<file path="config.mk">
export PLATFORM = sky130hd
export DESIGN_NAME = avalon_st_arbiter_flat
export DESIGN_NICKNAME = d
export VERILOG_FILES = /design/src/rtl/avalon_pkg.sv /design/src/rtl/avalon_st_arbiter_if.sv /design/src/rtl/avalon_rr_pick.sv /design/src/rtl/avalon_st_arbiter.sv /design/src/flat_wrapper.sv
export SDC_FILE = /design/constraint.sdc
export NUM_CORES = 1
export LEC_CHECK = 0
export CORE_MARGIN = 2
export CORE_UTILIZATION = 44
export DETAILED_ROUTE_END_ITERATION = 8
export PLACE_DENSITY_LB_ADDON = 0.15
export RECOVER_POWER = 25
export SYNTH_ARGS = -nofsm -noshare
export SYNTH_HDL_FRONTEND = slang
export SYNTH_SLANG_ARGS = --single-unit
</file>
<file path="constraint.sdc">
create_clock -name clk -period 5.7 [get_ports clk]
set_input_delay 0.57 -clock clk [delete_from_list [all_inputs] [get_ports clk]]
set_output_delay 0.57 -clock clk [all_outputs]
set_load 0.05 [all_outputs]
</file>
<file path="src/rtl/avalon_pkg.sv">
`default_nettype none
// ============================================================================
// Module   : avalon_pkg
// Purpose  : Shared state encoding and default width for the Avalon-ST arbiter.
// Revision : 1.0
// ============================================================================
package avalon_pkg;

  localparam int DEFAULT_DATA_W = 8;

  typedef enum logic [1:0] {
    IDLE   = 2'd0,
    GRANT0 = 2'd1,
    GRANT1 = 2'd2
  } arb_state_t;

endpackage
`default_nettype wire

</file>
<file path="src/rtl/avalon_st_arbiter_if.sv">
`default_nettype none
// ============================================================================
// Module   : avalon_st_arbiter_if
// Purpose  : Two Avalon-ST sinks and one source bundled for the arbiter.
// Revision : 1.0
// ============================================================================
interface avalon_st_arbiter_if
  import avalon_pkg::*;
#(
  parameter int DATA_W = DEFAULT_DATA_W
);

  logic              in0_valid;
  logic [DATA_W-1:0] in0_data;
  logic              in0_ready;
  logic              in1_valid;
  logic [DATA_W-1:0] in1_data;
  logic              in1_ready;
  logic              out_valid;
  logic [DATA_W-1:0] out_data;
  logic              out_ready;
  logic              out_chan;

  // Arbiter side
  modport slave (
    input  in0_valid, in0_data, in1_valid, in1_data, out_ready,
    output in0_ready, in1_ready, out_valid, out_data, out_chan
  );

  // Stream producer / consumer side
  modport master (
    output in0_valid, in0_data, in1_valid, in1_data, out_ready,
    input  in0_ready, in1_ready, out_valid, out_data, out_chan
  );

endinterface
`default_nettype wire

</file>
<file path="src/rtl/avalon_rr_pick.sv">
`default_nettype none
// ============================================================================
// Module   : avalon_rr_pick
// Purpose  : Two-way round-robin pick; on a tie the input not last granted wins.
// Revision : 1.0
// ============================================================================
module avalon_rr_pick
  import avalon_pkg::*;
(
  input  logic [1:0] req,
  input  logic       last,
  output logic       pick
);

  always_comb begin
    pick = 1'b0;
    case (req)
      2'b01:   pick = 1'b0;
      2'b10:   pick = 1'b1;
      2'b11:   pick = ~last;
      default: pick = 1'b0;
    endcase
  end

endmodule
`default_nettype wire

</file>
<file path="src/rtl/avalon_st_arbiter.sv">
`default_nettype none
// ============================================================================
// Module   : avalon_st_arbiter
// Purpose  : Two-input Avalon-ST round-robin arbiter with bounded bursts.
// Revision : 1.0
// ============================================================================
module avalon_st_arbiter
  import avalon_pkg::*;
#(
  parameter int DATA_W = DEFAULT_DATA_W,
  parameter int BURST  = 3
) (
  input  logic                clk,
  input  logic                resetn,
  avalon_st_arbiter_if.slave  bus,
  output logic                busy
);

  localparam logic [3:0] BURST_LAST = 4'(BURST - 1);

  arb_state_t state, state_nxt;
  logic [3:0] cnt, cnt_nxt;
  logic       last, last_nxt;
  logic       pick;
  logic       grant_ch;
  logic       own_valid;
  logic       other_valid;

  avalon_rr_pick u_rr_pick (
    .req  ({bus.in1_valid, bus.in0_valid}),
    .last (last),
    .pick (pick)
  );

  // The reset port is active-high despite its name.
  always_ff @(posedge clk or posedge resetn) begin
    if (resetn) begin
      state <= IDLE;
      cnt   <= 4'd0;
      last  <= 1'b1;
    end else begin
      state <= state_nxt;
      cnt   <= cnt_nxt;
      last  <= last_nxt;
    end
  end

  assign grant_ch    = (state == GRANT1);
  assign own_valid   = grant_ch ? bus.in1_valid : bus.in0_valid;
  assign other_valid = grant_ch ? bus.in0_valid : bus.in1_valid;

  always_comb begin
    state_nxt = state;
    cnt_nxt   = cnt;
    last_nxt  = last;
    case (state)
      IDLE: begin
        cnt_nxt = 4'd0;
        if (bus.in0_valid || bus.in1_valid) begin
          state_nxt = pick ? GRANT1 : GRANT0;
          last_nxt  = pick;
        end
      end
      GRANT0, GRANT1: begin
        if (!own_valid) begin
          cnt_nxt = 4'd0;
          if (other_valid) begin
            state_nxt = grant_ch ? GRANT0 : GRANT1;
            last_nxt  = ~grant_ch;
          end else begin
            state_nxt = IDLE;
          end
        end else if (bus.out_ready) begin
          if (cnt == BURST_LAST) begin
            // Burst end: hand over if the other side waits, else re-enter own grant.
            cnt_nxt = 4'd0;
            if (other_valid) begin
              state_nxt = grant_ch ? GRANT0 : GRANT1;
              last_nxt  = ~grant_ch;
            end else begin
              state_nxt = state;
              last_nxt  = grant_ch;
            end
          end else begin
            cnt_nxt = cnt + 4'd1;
          end
        end
      end
      default: begin
        state_nxt = IDLE;
        cnt_nxt   = 4'd0;
      end
    endcase
  end

  always_comb begin
    bus.out_valid = 1'b0;
    bus.out_data  = {DATA_W{1'b0}};
    bus.out_chan  = 1'b0;
    bus.in0_ready = 1'b0;
    bus.in1_ready = 1'b0;
    busy          = 1'b0;
    case (state)
      GRANT0: begin
        bus.out_valid = bus.in0_valid;
        bus.out_data  = bus.in0_valid ? bus.in0_data : {DATA_W{1'b0}};
        bus.in0_ready = bus.out_ready;
        busy          = 1'b1;
      end
      GRANT1: begin
        bus.out_valid = bus.in1_valid;
        bus.out_data  = bus.in1_valid ? bus.in1_data : {DATA_W{1'b0}};
        bus.in1_ready = bus.out_ready;
        bus.out_chan  = 1'b1;
        busy          = 1'b1;
      end
      default: begin
        busy = 1'b0;
      end
    endcase
  end

endmodule
`default_nettype wire
</file>
<file path="src/flat_wrapper.sv">
// flat-port wrapper written by rule: the top's interface ports become plain ports
module avalon_st_arbiter_flat import avalon_pkg::*;
#(
  parameter int DATA_W = DEFAULT_DATA_W,
  parameter int BURST  = 3
)
  (clk, resetn, busy, bus_in0_valid, bus_in0_data, bus_in1_valid, bus_in1_data, bus_out_ready, bus_in0_ready, bus_in1_ready, bus_out_valid, bus_out_data, bus_out_chan);
  avalon_st_arbiter_if #(.DATA_W(DATA_W)) bus_i ();
  input  logic clk;
  input  logic resetn;
  output logic busy;
  input wire logic [$bits(bus_i.in0_valid)-1:0] bus_in0_valid;
  input wire logic [$bits(bus_i.in0_data)-1:0] bus_in0_data;
  input wire logic [$bits(bus_i.in1_valid)-1:0] bus_in1_valid;
  input wire logic [$bits(bus_i.in1_data)-1:0] bus_in1_data;
  input wire logic [$bits(bus_i.out_ready)-1:0] bus_out_ready;
  output wire logic [$bits(bus_i.in0_ready)-1:0] bus_in0_ready;
  output wire logic [$bits(bus_i.in1_ready)-1:0] bus_in1_ready;
  output wire logic [$bits(bus_i.out_valid)-1:0] bus_out_valid;
  output wire logic [$bits(bus_i.out_data)-1:0] bus_out_data;
  output wire logic [$bits(bus_i.out_chan)-1:0] bus_out_chan;
  assign bus_i.in0_valid = bus_in0_valid;
  assign bus_i.in0_data = bus_in0_data;
  assign bus_i.in1_valid = bus_in1_valid;
  assign bus_i.in1_data = bus_in1_data;
  assign bus_i.out_ready = bus_out_ready;
  assign bus_in0_ready = bus_i.in0_ready;
  assign bus_in1_ready = bus_i.in1_ready;
  assign bus_out_valid = bus_i.out_valid;
  assign bus_out_data = bus_i.out_data;
  assign bus_out_chan = bus_i.out_chan;
  avalon_st_arbiter #(.DATA_W(DATA_W), .BURST(BURST)) u_core (.clk(clk), .resetn(resetn), .bus(bus_i), .busy(busy));
endmodule
</file>
==> impl_metrics.json <==
{
  "synth.avg_cell_area_um2": 8.15,
  "maxCapViolCount": 0,
  "synthTopCellsByArea": "dfrtp_1 (20%), ha_1 (11%), a22oi_1 (7.8%)",
  "std_cell_rows": 15,
  "worstSetupEndpointType": "output port",
  "power.share.combinational_pct": 77.2,
  "finalNonFillerCells": 142,
  "area_delta_synth_final_pct": 45.1,
  "clock_path_buffers": 2,
  "cts_hold_buf": 0,
  "finalInstanceArea_um2": 1110,
  "dpl.hpwl_um": 1530,
  "drive_gt1_share_pct": 8.80,
  "dp.cells": 138,
  "grt_max_degree": 12,
  "gp_congestion": 0.784,
  "fillerInstances": 152,
  "seqPwrFrac_pct": 15.1,
  "status": "completed",
  "dr.pass1.iters": 4,
  "hold_path.class": "reg -> reg",
  "yosysWarnings": 0,
  "p_int_mw": 0.267,
  "routed_wl_um": 1930,
  "syn_nets": 122,
  "grt-ovfl-total": 0,
  "drt_iter0_drc": 14,
  "power.switching_mw": 0.303,
  "swShare_pct": 53.2,
  "clk_pin_slew_worst_paths_ps": 50,
  "cts_setup_buffers": 0,
  "nNetsFinal": 154,
  "fp.coreArea_um2": 1690,
  "ys_ff_latch": 7,
  "die_h_um": 45.7,
  "port_buffers": 33,
  "finalCritPeriodShare_pct": 57.4,
  "worst_setup_path_start_kind": "input port",
  "rsz0062_at_grt": "no",
  "grt_antenna_before_repair": 0,
  "grt_util_all_layers_pct": 20.1,
  "crit_path_cell_trace": "clkdlybuf4s50_1 > and2_1 > a22oi_1 > nor2_1 > clkdlybuf4s50_1",
  "tns_ps": 0,
  "clock_latency_ps": 250,
  "clkSinkCount": 7,
  "dpl-instance-area_um2": 1080,
  "die_w_um": 45.7,
  "yosysUniqueCellTypes": 34,
  "netlist.area_leader.share_pct": 19.6,
  "synth_seq_area_share_pct": 23.0,
  "vdd_drop_max_uv": 308,
  "grt_pass1_wl_um": 3090,
  "cts_buffers": 3,
  "power.share.clock_pct": 7.7,
  "maxSlewViolCount": 0,
  "setup_violations": 0,
  "start_util_pct": 45.3,
  "die_area_um2": 2090,
  "cp_slowest_cell": "clkdlybuf4s50_1",
  "synth_cells": 94,
  "worstSetupPathType": "in -> out",
  "cts_tree": "built",
  "detail-route-antenna-nets": 0,
  "fin_crit_ps": 3270,
  "arrival_ps": 2700,
  "max_stage_delay_ps": 810,
  "hold_viol": 0,
  "num_vias": 777,
  "yosysTopAreaCell": "dfrtp_1",
  "syn_area_um2": 766,
  "cts_max_level": 1,
  "routedWlPerCell_um": 13.6,
  "cpMostUsedCell": "clkdlybuf4s50_1",
  "grt_pass1_vias": 687,
  "p_total_mw": 0.570,
  "fin_worst_skew_ps": 4.62,
  "remaining_drc_errors": 0,
  "via_per_inst": 5.47,
  "final_common_cell": "clkdlybuf4s50_1",
  "power_leakage_nw": 0.433,
  "worst-path-max-fanout": 11,
  "power_density_nw_per_um2": 513,
  "maxSlewHeadroom_pct": 65.7,
  "cts_resized": 0,
  "root_buffer": "clkbuf_4",
  "most-common-layout-cells": "clkdlybuf4s50_1 (32), nor2_1 (14), inv_1 (10)",
  "worst_pin_slew_ps": 512,
  "timing.fmax_mhz": 306,
  "hold_ws_ps": 556,
  "io_pins": 34,
  "required_ps": 5130,
  "diodes": 0
}
[layer usage]
metal,part of all wire (%),vias to the layer above,wire [um],GRT usage [%]
met4,0,0,0,6.86
met3,5.6,0,108,2.38
met1,46,358,892,27.5
met2,48,20,931,32.7
met5,0,-,0,0
li1,-,399,-,-
[stage by stage]
stage	setup slack, ps	utilization (%)
final	2430	65.8
after global routing	2270	65.8
after detailed placement	2440	64.1
after global placement	2470	64.1
after floorplan	2960	-
after CTS	2430	65.8
[registers in the layout (all words and copies together) (netlist names)]
register,cells
u_core.cnt,4
u_core.state,2
u_core.last,1
[power groups by stage]
stage	logic (mW)	clock network [mW]	registers [mW]
after floorplan	0.349	0	0.0811
after global placement	0.433	0	0.0848
after detailed placement	0.440	0	0.0864
after CTS	0.441	0.0459	0.0857
after global routing	0.480	0.0482	0.0886
final	0.440	0.0440	0.0859
[final timing paths]
kind / endpoint / from / cells past startpoint / slack (ps)
min in group asynchronous: u_core.state[0]$_DFFE_PP0P_ / resetn / 2 / 680
min: u_core.cnt[0]$_DFFE_PP0P_ / u_core.cnt[0]$_DFFE_PP0P_ / 1 / 560
max in group asynchronous: u_core.last$_DFFE_PP1P_ / resetn / 2 / 4760
max reg2reg: u_core.last$_DFFE_PP1P_ / u_core.state[1]$_DFFE_PP0P_ / 6 / 3440
min reg2reg: u_core.cnt[0]$_DFFE_PP0P_ / u_core.cnt[0]$_DFFE_PP0P_ / 1 / 560
max: bus_out_data[3] / bus_in1_valid / 5 / 2430
[worst max-delay path, delay by kind of cell]
family                 cells  cell delay [ps]
buffers and inverters      2             1450
AND/OR/NAND/NOR            2              540
AO/OA/AOI/OAI              1              150
[synth_stat cells]
| cell | count |
|---|---|
| a21boi_0 | 1 |
| a21oi_1 | 4 |
| a221o_1 | 1 |
| a221oi_1 | 1 |
| a22o_1 | 1 |
| a22oi_1 | 8 |
| a311oi_2 | 1 |
| a311oi_4 | 1 |
| a31oi_1 | 1 |
| a32o_1 | 1 |
| and2_1 | 4 |
| buf_2 | 3 |
| buf_6 | 1 |
| clkbuf_1 | 2 |
| dfrtp_1 | 6 |
| dfstp_2 | 1 |
| ha_1 | 7 |
| inv_1 | 10 |
| mux2_1 | 1 |
| mux2_2 | 2 |
| mux2i_1 | 1 |
| nand2_1 | 2 |
| nand2b_1 | 2 |
| nand3_1 | 2 |
| nor2_1 | 14 |
| nor2b_1 | 2 |
| nor2b_4 | 1 |
| nor3_1 | 1 |
| nor3_2 | 1 |
| o21ai_0 | 6 |
| o21ai_1 | 1 |
| o22a_1 | 1 |
| o22ai_1 | 2 |
| o41ai_1 | 1 |
[cell families (layout without fill, tap and decap cells)]
logic type                 Yosys count  count (layout)  share of synthesized area [%]
buffers and inverters               16              47                           9.31
DFF                                  7               7                           23.0
adders and majority gates            7               7                           11.4
AOI/OAI and AO/OA                   31              31                           31.0
muxes                                4               4                           5.72
and+or+nand+nor                     29              29                           19.4
[layout make-up]
type,count,area [um2],area share [%]
Clock buffer,3,22.5,2.03
Clock inverter,1,5.00,0.450
Inverter,10,37.5,3.38
Multi-Input combinational cell,71,518,46.6
Sequential cell,7,176,15.9
Tap cell,17,21.3,1.91
Timing Repair Buffer,33,330,29.7
Power figures use the tool's default switching activity.
